<file path="src/rtl/lsu_pkg.sv">
// rtl/lsu_pkg.sv - funct3 codes, FSM state and access-size decode shared by the load/store unit
package lsu_pkg;

  localparam logic [2:0] F3_B  = 3'b000;
  localparam logic [2:0] F3_H  = 3'b001;
  localparam logic [2:0] F3_W  = 3'b010;
  localparam logic [2:0] F3_BU = 3'b100;
  localparam logic [2:0] F3_HU = 3'b101;

  typedef enum logic [1:0] {IDLE, BUS, RESP} lsu_state_t;

  typedef enum logic [1:0] {SZ_B, SZ_H, SZ_W} lsu_size_t;

  // funct3[1:0] encodes the size for both loads and stores; bit 2 only selects zero-extension
  function automatic lsu_size_t f3_size(input logic [2:0] f3);
    case (f3[1:0])
      2'b00:   f3_size = SZ_B;
      2'b01:   f3_size = SZ_H;
      default: f3_size = SZ_W;
    endcase
  endfunction

endpackage

</file>
<file path="src/rtl/lsu_if.sv">
// rtl/lsu_if.sv - request/response and data-memory bus signals of the load/store unit
interface lsu_if;

  logic        req_valid;
  logic        req_ready;
  logic        req_we;
  logic [2:0]  req_funct3;
  logic [31:0] req_addr;
  logic [31:0] req_wdata;
  logic        rsp_valid;
  logic [31:0] rsp_rdata;
  logic        rsp_err;
  logic        mem_req;
  logic        mem_we;
  logic [31:0] mem_addr;
  logic [3:0]  mem_be;
  logic [31:0] mem_wdata;
  logic        mem_ack;
  logic [31:0] mem_rdata;
  logic        mem_err;

  modport slave (
    input  req_valid, req_we, req_funct3, req_addr, req_wdata,
    input  mem_ack, mem_rdata, mem_err,
    output req_ready, rsp_valid, rsp_rdata, rsp_err,
    output mem_req, mem_we, mem_addr, mem_be, mem_wdata
  );

  modport master (
    output req_valid, req_we, req_funct3, req_addr, req_wdata,
    output mem_ack, mem_rdata, mem_err,
    input  req_ready, rsp_valid, rsp_rdata, rsp_err,
    input  mem_req, mem_we, mem_addr, mem_be, mem_wdata
  );

endinterface

</file>
<file path="src/rtl/lsu_align.sv">
// rtl/lsu_align.sv - byte lanes, store replication and load extraction/extension (combinational)
module lsu_align
  import lsu_pkg::*;
(
  input  lsu_size_t   i_size,
  input  logic [1:0]  i_st_off,
  input  logic [31:0] i_wdata,
  input  logic [2:0]  i_ld_funct3,
  input  logic [1:0]  i_ld_off,
  input  logic [31:0] i_rdata,
  output logic [3:0]  o_be,
  output logic [31:0] o_wdata,
  output logic [31:0] o_ldata
);

  logic [31:0] w_shift;

  always_comb begin
    o_be    = 4'b1111;
    o_wdata = i_wdata;
    case (i_size)
      SZ_B: begin
        o_be    = 4'b0001 << i_st_off;
        o_wdata = {4{i_wdata[7:0]}};
      end
      SZ_H: begin
        o_be    = 4'b0011 << i_st_off;
        o_wdata = {2{i_wdata[15:0]}};
      end
      default: begin
        o_be    = 4'b1111;
        o_wdata = i_wdata;
      end
    endcase
  end

  assign w_shift = i_rdata >> {i_ld_off, 3'b000};

  always_comb begin
    o_ldata = w_shift;
    case (i_ld_funct3)
      F3_B:    o_ldata = {{24{w_shift[7]}}, w_shift[7:0]};
      F3_H:    o_ldata = {{16{w_shift[15]}}, w_shift[15:0]};
      F3_BU:   o_ldata = {24'h000000, w_shift[7:0]};
      F3_HU:   o_ldata = {16'h0000, w_shift[15:0]};
      default: o_ldata = w_shift;
    endcase
  end

endmodule

</file>
<file path="src/rtl/lsu.sv">
// rtl/lsu.sv - RV32I load/store unit: FSM, capture registers, response path
// Optional bus timeout counter is built when LSU_TIMEOUT_EN is defined.
module lsu
  import lsu_pkg::*;
#(
  parameter int TIMEOUT_CYCLES = 16
)
(
  input  logic  i_clk,
  input  logic  i_rst,
  lsu_if.slave  io_bus
);

  lsu_state_t  r_state;
  lsu_state_t  w_next;
  logic        r_we;
  logic [2:0]  r_funct3;
  logic [1:0]  r_off;
  logic        r_mem_req;
  logic        r_mem_we;
  logic [31:0] r_mem_addr;
  logic [3:0]  r_mem_be;
  logic [31:0] r_mem_wdata;
  logic        r_rsp_valid;
  logic        r_rsp_err;
  logic [31:0] r_rsp_rdata;

  logic        w_accept;
  logic        w_illegal;
  logic        w_misaligned;
  logic        w_bad;
  logic        w_term;
  logic        w_term_err;
  logic        w_timeout;
  lsu_size_t   w_size;
  logic [3:0]  w_be;
  logic [31:0] w_wdata;
  logic [31:0] w_ldata;

  assign io_bus.req_ready = (r_state == IDLE) && !i_rst;
  assign w_accept         = io_bus.req_valid && io_bus.req_ready;
  assign w_size           = f3_size(io_bus.req_funct3);

  always_comb begin
    w_misaligned = 1'b0;
    if (io_bus.req_we)
      w_illegal = io_bus.req_funct3[2] || (io_bus.req_funct3 == 3'b011);
    else
      w_illegal = (io_bus.req_funct3 == 3'b011) || (io_bus.req_funct3[2:1] == 2'b11);
    case (w_size)
      SZ_H:    w_misaligned = io_bus.req_addr[0];
      SZ_W:    w_misaligned = |io_bus.req_addr[1:0];
      default: w_misaligned = 1'b0;
    endcase
  end

  assign w_bad = w_illegal || w_misaligned;

  // Store lanes come from the live request; load extraction uses the captured funct3/offset.
  lsu_align u_align (
    .i_size      (w_size),
    .i_st_off    (io_bus.req_addr[1:0]),
    .i_wdata     (io_bus.req_wdata),
    .i_ld_funct3 (r_funct3),
    .i_ld_off    (r_off),
    .i_rdata     (io_bus.mem_rdata),
    .o_be        (w_be),
    .o_wdata     (w_wdata),
    .o_ldata     (w_ldata)
  );

`ifdef LSU_TIMEOUT_EN
  localparam int CW = $clog2(TIMEOUT_CYCLES + 1);
  logic [CW-1:0] r_tmo_cnt;

  always_ff @(posedge i_clk) begin
    if (i_rst || (r_state != BUS))
      r_tmo_cnt <= '0;
    else if (!io_bus.mem_ack && !io_bus.mem_err)
      r_tmo_cnt <= r_tmo_cnt + 1'b1;
  end

  // Fires in the last allowed idle BUS cycle so mem_req is high for exactly TIMEOUT_CYCLES cycles.
  assign w_timeout = (r_tmo_cnt == CW'(TIMEOUT_CYCLES - 1));
`else
  assign w_timeout = 1'b0;
`endif

  always_ff @(posedge i_clk) begin
    if (i_rst)
      r_state <= IDLE;
    else
      r_state <= w_next;
  end

  always_comb begin
    w_next     = r_state;
    w_term     = 1'b0;
    w_term_err = 1'b0;
    case (r_state)
      IDLE: begin
        if (w_accept)
          w_next = w_bad ? RESP : BUS;
      end
      BUS: begin
        if (io_bus.mem_err || io_bus.mem_ack || w_timeout) begin
          w_next     = RESP;
          w_term     = 1'b1;
          w_term_err = io_bus.mem_err || !io_bus.mem_ack;
        end
      end
      RESP:    w_next = IDLE;
      default: w_next = IDLE;
    endcase
  end

  always_ff @(posedge i_clk) begin
    if (i_rst) begin
      r_we        <= 1'b0;
      r_funct3    <= 3'b000;
      r_off       <= 2'b00;
      r_mem_req   <= 1'b0;
      r_mem_we    <= 1'b0;
      r_mem_addr  <= 32'h0;
      r_mem_be    <= 4'h0;
      r_mem_wdata <= 32'h0;
      r_rsp_valid <= 1'b0;
      r_rsp_err   <= 1'b0;
      r_rsp_rdata <= 32'h0;
    end else begin
      r_rsp_valid <= 1'b0;
      if (w_accept) begin
        r_we     <= io_bus.req_we;
        r_funct3 <= io_bus.req_funct3;
        r_off    <= io_bus.req_addr[1:0];
        if (w_bad) begin
          r_rsp_valid <= 1'b1;
          r_rsp_err   <= 1'b1;
          r_rsp_rdata <= 32'h0;
        end else begin
          r_mem_req   <= 1'b1;
          r_mem_we    <= io_bus.req_we;
          r_mem_addr  <= {io_bus.req_addr[31:2], 2'b00};
          r_mem_be    <= w_be;
          r_mem_wdata <= io_bus.req_we ? w_wdata : 32'h0;
        end
      end
      if (w_term) begin
        r_mem_req   <= 1'b0;
        r_rsp_valid <= 1'b1;
        r_rsp_err   <= w_term_err;
        r_rsp_rdata <= (w_term_err || r_we) ? 32'h0 : w_ldata;
      end
    end
  end

  assign io_bus.mem_req   = r_mem_req;
  assign io_bus.mem_we    = r_mem_we;
  assign io_bus.mem_addr  = r_mem_addr;
  assign io_bus.mem_be    = r_mem_be;
  assign io_bus.mem_wdata = r_mem_wdata;
  assign io_bus.rsp_valid = r_rsp_valid;
  assign io_bus.rsp_err   = r_rsp_err;
  assign io_bus.rsp_rdata = r_rsp_rdata;

endmodule

</file>
<file path="src/flat_wrapper.sv">
// flat-port wrapper written by rule: the top's interface ports become plain ports
module lsu_flat import lsu_pkg::*;
#(
  parameter int TIMEOUT_CYCLES = 16
)
  (i_clk, i_rst, io_bus_req_valid, io_bus_req_we, io_bus_req_funct3, io_bus_req_addr, io_bus_req_wdata, io_bus_mem_ack, io_bus_mem_rdata, io_bus_mem_err, io_bus_req_ready, io_bus_rsp_valid, io_bus_rsp_rdata, io_bus_rsp_err, io_bus_mem_req, io_bus_mem_we, io_bus_mem_addr, io_bus_mem_be, io_bus_mem_wdata);
  lsu_if io_bus_i ();
  input  logic i_clk;
  input  logic i_rst;
  input wire logic [$bits(io_bus_i.req_valid)-1:0] io_bus_req_valid;
  input wire logic [$bits(io_bus_i.req_we)-1:0] io_bus_req_we;
  input wire logic [$bits(io_bus_i.req_funct3)-1:0] io_bus_req_funct3;
  input wire logic [$bits(io_bus_i.req_addr)-1:0] io_bus_req_addr;
  input wire logic [$bits(io_bus_i.req_wdata)-1:0] io_bus_req_wdata;
  input wire logic [$bits(io_bus_i.mem_ack)-1:0] io_bus_mem_ack;
  input wire logic [$bits(io_bus_i.mem_rdata)-1:0] io_bus_mem_rdata;
  input wire logic [$bits(io_bus_i.mem_err)-1:0] io_bus_mem_err;
  output wire logic [$bits(io_bus_i.req_ready)-1:0] io_bus_req_ready;
  output wire logic [$bits(io_bus_i.rsp_valid)-1:0] io_bus_rsp_valid;
  output wire logic [$bits(io_bus_i.rsp_rdata)-1:0] io_bus_rsp_rdata;
  output wire logic [$bits(io_bus_i.rsp_err)-1:0] io_bus_rsp_err;
  output wire logic [$bits(io_bus_i.mem_req)-1:0] io_bus_mem_req;
  output wire logic [$bits(io_bus_i.mem_we)-1:0] io_bus_mem_we;
  output wire logic [$bits(io_bus_i.mem_addr)-1:0] io_bus_mem_addr;
  output wire logic [$bits(io_bus_i.mem_be)-1:0] io_bus_mem_be;
  output wire logic [$bits(io_bus_i.mem_wdata)-1:0] io_bus_mem_wdata;
  assign io_bus_i.req_valid = io_bus_req_valid;
  assign io_bus_i.req_we = io_bus_req_we;
  assign io_bus_i.req_funct3 = io_bus_req_funct3;
  assign io_bus_i.req_addr = io_bus_req_addr;
  assign io_bus_i.req_wdata = io_bus_req_wdata;
  assign io_bus_i.mem_ack = io_bus_mem_ack;
  assign io_bus_i.mem_rdata = io_bus_mem_rdata;
  assign io_bus_i.mem_err = io_bus_mem_err;
  assign io_bus_req_ready = io_bus_i.req_ready;
  assign io_bus_rsp_valid = io_bus_i.rsp_valid;
  assign io_bus_rsp_rdata = io_bus_i.rsp_rdata;
  assign io_bus_rsp_err = io_bus_i.rsp_err;
  assign io_bus_mem_req = io_bus_i.mem_req;
  assign io_bus_mem_we = io_bus_i.mem_we;
  assign io_bus_mem_addr = io_bus_i.mem_addr;
  assign io_bus_mem_be = io_bus_i.mem_be;
  assign io_bus_mem_wdata = io_bus_i.mem_wdata;
  lsu #(.TIMEOUT_CYCLES(TIMEOUT_CYCLES)) u_core (.i_clk(i_clk), .i_rst(i_rst), .io_bus(io_bus_i));
endmodule
</file>
<file path="config.mk">
export PLATFORM = sky130hd
export DESIGN_NAME = lsu_flat
export DESIGN_NICKNAME = d
export VERILOG_FILES = /design/src/rtl/lsu_pkg.sv /design/src/rtl/lsu_if.sv /design/src/rtl/lsu_align.sv /design/src/rtl/lsu.sv /design/src/flat_wrapper.sv
export SDC_FILE = /design/constraint.sdc
export NUM_CORES = 1
export LEC_CHECK = 0
export BUFFER_PORTS_ARGS = -buffer_cell sky130_fd_sc_hd__buf_4
export CORE_AREA = 2 2 107 109
export CTS_CLUSTER_DIAMETER = 200
export DETAILED_ROUTE_END_ITERATION = 8
export DIE_AREA = 0 0 109 111
export PLACE_DENSITY = 0.75
export SYNTH_ARGS = -nofsm -noshare
export SYNTH_HDL_FRONTEND = slang
export SYNTH_SLANG_ARGS = --single-unit
</file>
<file path="constraint.sdc">
create_clock -name i_clk -period 2.23 [get_ports i_clk]
set_clock_uncertainty 0.1 [all_clocks]
set_input_delay 0.223 -clock i_clk [delete_from_list [all_inputs] [get_ports i_clk]]
set_output_delay 0.223 -clock i_clk [all_outputs]
set_load 0.05 [all_outputs]
</file>
# After elaboration in Yosys (flattened, before gate mapping)
# Cells that the tools add are included.
word_totals:
  ff_bits: 110
  in_bits: 105
  out_inout_bits: 105
classes:
  n_eq_ne: 11
  shift: 3
  muxes: 25
  bitwise_logic: 1
  n_reduce_logical: 21
ops:
  columns: ["op", "n"]
  rows:
  - ["$mux W32", 5]
  - ["$pmux W32 S4", 1]
  - ["$pmux W32 S2", 1]
  - ["$shr A32 B5 Y32", 1]
  - ["$mux W1", 11]
  - ["$pmux W2 S2", 2]
  - ["$pmux W4 S2", 1]
  - ["$eq A2 B1 Y1 const B", 3]
  - ["$eq A3 B3 Y1 const B", 2]
  - ["$logic_not A2 Y1", 3]
  - ["$logic_or A1 B1 Y1", 6]
  - ["$mux W2", 3]
  - ["$reduce_and A2 Y1", 3]
  - ["$eq A2 B2 Y1 const B", 2]
  - ["$ne A2 B1 Y1 const B", 2]
  - ["$reduce_bool A2 Y1", 2]
  - ["$reduce_or A2 Y1", 2]
  - ["$shl A1 B2 Y4 const A", 1]
  - ["$shl A2 B2 Y4 const A", 1]
  - ["$eq A3 B1 Y1 const B", 1]
  - ["$eq A3 B2 Y1 const B", 1]
  - ["$logic_not A3 Y1", 1]
  - ["$logic_and A1 B1 Y1", 2]
  - ["$logic_not A1 Y1", 2]
  - ["2 further kinds", 2]

# Logic depth before layout (Yosys ltp)
depth:
  word_depth: 8
  mapped_depth: 7

# Hierarchy
# Synthesis repeated with hierarchy kept, for this count alone.
hier_totals:
  hier_cells: 591
  hier_area_um2: 5064.9
modules_own_cells:
  columns: ["mod", "instances", "cells_each", "area_each_um2", "seq_area_each_um2"]
  rows:
  - ["lsu", 1, 426, 3834.9, 2202.1]
  - ["lsu_align", 1, 165, 1229.9, 0.0]

# Worst setup path before layout
# Ideal clock, no wire load.
synth_timing:
  path_kind: "input port to output port"
  from: "input port i_rst"
  to: "output port io_bus_req_ready"
  arrival_time_ps: 1698
  required_ps: 1907
  setup_slack_ps: 209
  path_stages: 3
  n_path_buf: 2
  cell_sequence: "buf_1 > clkbuf_1 > nor3_1"
synth_between:
  elab_chain_len: 2
synth_lines:
  columns: ["item", "line_no", "rtl"]
  rows:
  - ["from (decl)", "flat_wrapper.sv:9", "input logic i_rst;"]
  - ["$logic_not A1 Y1", "lsu.sv:40", "assign io_bus.req_ready = (r_state == IDLE) && !i_rst;"]
  - ["$logic_and A1 B1 Y1", "lsu.sv:40", null]
  - ["to (decl)", "flat_wrapper.sv:18", "output wire logic [$bits(io_bus_i.req_ready)-1:0] io_bus_req_ready;"]
# Every way passes these cells.

# Worst setup path in the final report
layout_timing:
  from: "register u_core.r_state[1]"
  to: "register u_core.r_rsp_rdata[29], in the netlist u_core.io_bus.rsp_rdata[29]"
layout_between:
  elab_chain_len: 5
  elab_cells_between_ends: 12
  cone_classes: "1 x eq/ne; 4 x mux; 7 x reduce/logical"
layout_lines:
  columns: ["item", "line_no", "rtl"]
  rows:
  - ["from (decl)", "lsu.sv:14", "lsu_state_t r_state;"]
  - ["from (signal assigned)", "lsu.sv:93", "r_state <= w_next;"]
  - ["$eq A2 B1 Y1 or $logic_not A2 Y1 (tied branches)", "lsu.sv:100, lsu.sv:40", null]
  - ["$mux W1 or $logic_and A1 B1 Y1 (tied branches)", "lsu.sv:100, lsu.sv:40", null]
  - ["$logic_or A1 B1 Y1 or $logic_and A1 B1 Y1 (tied branches)", "lsu.sv:152, lsu.sv:41", null]
  - ["$mux W32 or $reduce_bool A2 Y1 (tied branches)", null, null]
  - ["$mux W32 or $reduce_and A2 Y1 (tied branches)", null, null]
  - ["to (signal assigned)", "lsu.sv:152", "r_rsp_rdata <= (w_term_err || r_we) ? 32'h0 : w_ldata;"]
  - ["to (decl)", "lsu.sv:26", "logic [31:0] r_rsp_rdata;"]
# Several ways; a longest one is shown, not always the timed one.
# A chain may end at the register's enable or synchronous reset.

==> flow_summary_export.csv <==
group,metric,value,unit
clock_network,cts-root-buf,"clkbuf_16",
placement,io_buffers,207,
route,ant_nets,0,
clock_network,clk-insertion-delay-late,0.34,ns
worst_setup_path,crit_start,"u_core.r_state[1]$_SDFFE_PP0P_",
die,ios,210,
global_routing,grt-ovfl-total,0,
synthesis,synth_area_leaders,"dfxtp_1 46%, nand2_1 6.2%, a21oi_1 6.1%, mux2_2 5.6%, a22oi_1 4.8%",
synthesis,yosysWarnings,0,
clock_network,tritoncts,"yes",
worst_setup_path,crit_path_max_fanout,24,
synthesis,async_reset_ff_frac,0,
placement,finalWeightedCongestion,0.8624,
die,die_h,111,um
cells_and_area,final_layout_size_suffix_gt1_frac,0.3917,
sta,final_max_slew_viol_count,0,
global_routing,grt.total_usage,0.2274,
worst_setup_path,crit_chain,"nor4b_4, buf_4, nand3_2, a32oi_1, a21oi_1",
clock_network,cts_max_level,3,
worst_setup_path,ff2ff_setup_slack,0.18,ns
worst_setup_path,cp.arrival,2.16,ns
sta,fin_crit,2.055,ns
worst_setup_path,required,2.33,ns
sta,rsz0062_at_grt,"no",
synthesis,synthCells,524,
synthesis,ys_seq_elements,110,
sta,tightest_slew,0.6622,ns
clock_network,cts.clk_slew.worst_paths,0.07,ns
synthesis,synth_common_cells,"110 x dfxtp_1, 80 x nand2_1, 59 x a21oi_1",
die,start_util,0.4357,
worst_setup_path,slowest_delay,0.46,ns
sta,hold_violations,0,
die,die_area,0.01210,sq mm
placement,dp_cells,847,
route,drt-vias-per-instance,5.432,
sta,setup_tns,0,ns
synthesis,syn_area,0.004826,sq mm
route,wl,14030,um
cells_and_area,insertedDiodeCount,0,
synthesis,synth_top_area_share,0.4563,
route,wl_per_cell,16.25,um
power,p_per_area,646.6,mW/mm^2
die,rows,39,
global_routing,grt_pass1_vias,4405,
clock_network,ctsHoldBuffers,0,
worst_setup_path,crit_type,"flip-flop to flip-flop",
worst_setup_path,r2r_cells,5,
cells_and_area,area_growth,40.50,%
power,power.total,4.384,mW
synthesis,synth_flop_cell,"dfxtp_1",
power,cellLeakagePower,2.847,nW
route,vias,4688,
global_routing,grt_pass1_wl,21940,um
synthesis,ys_types,44,
synthesis,synth_edf_count,0,
clock_network,clock_sinks,110,
worst_setup_path,end_kind,"flip-flop",
route,route.detailed.drc,0,
clock_network,cts_buffers,9,
synthesis,ys_seq_area_frac,0.4563,
die,core_area,0.01108,sq mm
route,first_pass_iters,4,
run_status,outcome,"finished, final reports clean",
global_routing,antenna_found_initial,0,
synthesis,syn_area_per_cell,9.210,sq um
job,cap_violations,0,
placement,dp_hpwl,10390,um
synthesis,yosysTopAreaCell,"dfxtp_1",
synthesis,synth_most_common_cell,"dfxtp_1",
sta,setup_viol,0,
route,drt_iter0_markers,299,
cells_and_area,layout.cells.non_filler,863,
worst_setup_path,r2r-end,"u_core.io_bus.rsp_rdata[29]$_SDFFE_PP0P_",
power,peakVddDrop,0.4104,mV
worst_setup_path,worstSetupStartpointType,"flip-flop",
worst_setup_path,cp_slowest_cell,"nand3_2",
sta,fin_crit_sh,0.9215,
cells_and_area,fin_nets,820,
clock_network,post_cts_buffers,0,
worst_setup_path,critical_path.endpoint,"u_core.io_bus.rsp_rdata[29]$_SDFFE_PP0P_",
min_path,worstHoldPathType,"input port to flip-flop",
worst_setup_path,rr_startpoint,"u_core.r_state[1]$_SDFFE_PP0P_",
die,die_w,109,um
clock_network,cts_buffer_depth,2,
sta,max_clock_freq,486.6,MHz
sta,slew-limit-headroom,0.5569,
global_routing,grt_max_degree,57,
clock_network,cts_resized,0,
[power breakdown]
group	total, mW	switching (mW)	internal (mW)
Clock	1.60	0.722	0.878
Sequential	2.04	0.0315	2.01
Combinational	0.745	0.421	0.324
Total	4.38	1.18	3.21
[worst min-delay path by stage]
stage | start | to | slack, ns | cells past startpoint
after detailed placement | u_core.io_bus.mem_addr[6]$_SDFFE_PP0P_ | u_core.io_bus.mem_addr[6]$_SDFFE_PP0P_ | 0.35 | 2
after CTS | io_bus_req_funct3[2] | u_core.r_funct3[2]$_SDFFE_PP0P_ | 0.01 | 3
after global placement | u_core.io_bus.mem_wdata[10]$_SDFFE_PP0P_ | u_core.io_bus.mem_wdata[10]$_SDFFE_PP0P_ | 0.34 | 2
final | io_bus_req_funct3[2] | u_core.r_funct3[2]$_SDFFE_PP0P_ | 0.02 | 3
after floorplan | io_bus_req_funct3[2] | u_core.r_funct3[2]$_SDFFE_PP0P_ | 0.23 | 2
after global routing | io_bus_req_addr[4] | u_core.io_bus.mem_addr[4]$_SDFFE_PP0P_ | 0.01 | 3
[layout by cell type (no fill, tap or decap), types with 2 or more instances in the layout]
cell type   netlist  final
dfxtp_1         110    110
mux2i_1          18     18
nor2_1           55     55
a32oi_1          24     24
a22o_1            7      7
o21ai_0          20     20
clkinvlp_4        0      3
a22oi_1          31     31
nand2_1          80     80
nor2b_1           2      2
conb_1            1      2
mux2_2           24     24
clkbuf_16         0      9
o21ai_1           3      2
buf_4             2    224
nand2b_1          3      3
inv_1             2      2
nor3_1            9      9
a21oi_1          59     59
mux4_2            8      8
[metal layers]
layer | up-vias | wire [um] | GRT usage | share of wire
met5 | - | 0 | 0 | 0
met4 | 0 | 354 | 0.08547 | 0.025
met3 | 26 | 941 | 0.04468 | 0.067
met2 | 182 | 6865 | 0.3669 | 0.49
met1 | 2210 | 5865 | 0.2985 | 0.42
li1 | 2270 | - | - | -
[critical path: cells and delay by family (launching register included)]
| family | cells | cell delay, ns |
|---|---|---|
| flops | 1 | 0.35 |
| simple gates | 2 | 0.74 |
| buf+inv | 1 | 0.25 |
| compound gates | 2 | 0.49 |
[cell families after synthesis]
family,Yosys count,share of synthesized area
AO/OA/AOI/OAI,156,0.2139
buffers and inverters,48,0.05134
flip-flops,110,0.4563
multiplexers,50,0.1307
other,1,0.0007771
AND/OR/NAND/NOR,159,0.1470
[registers in the layout, summed over array words and instances (netlist names), 2 cells and up]
name and count:
u_core.r_state 2, u_core.r_funct3 3, u_core.io_bus.mem_addr 30, u_core.r_off 2
u_core.io_bus.mem_wdata 32, u_core.io_bus.rsp_rdata 32, u_core.io_bus.mem_be 4
[final cells by class]
cell class / count / area [sq um]
clock buffers: 10 / 229.0
clock inverters: 6 / 70.07
fillers: 956 / 4297
inverters: 2 / 7.507
multi-input cells: 367 / 2391
flip-flops and latches: 110 / 2202
well taps: 143 / 178.9
repair buffers: 225 / 1702
[through the flow]
step / hold WS (ns) / util / setup WS (ns) / area [sq um]
detailed placement: 0.3499 / 0.5851 / 0.2095 / 6481
CTS: 0.01204 / 0.6121 / 0.2003 / 6780
global placement: 0.3417 / 0.5851 / 0.2749 / 6481
finish: 0.01995 / 0.6121 / 0.1751 / 6780
floorplan: 0.2316 / - / 0.2086 / 4830
global route: 0.01215 / 0.6121 / 0.04268 / 6780
No activity file was read; power rests on OpenSTA's default activity.
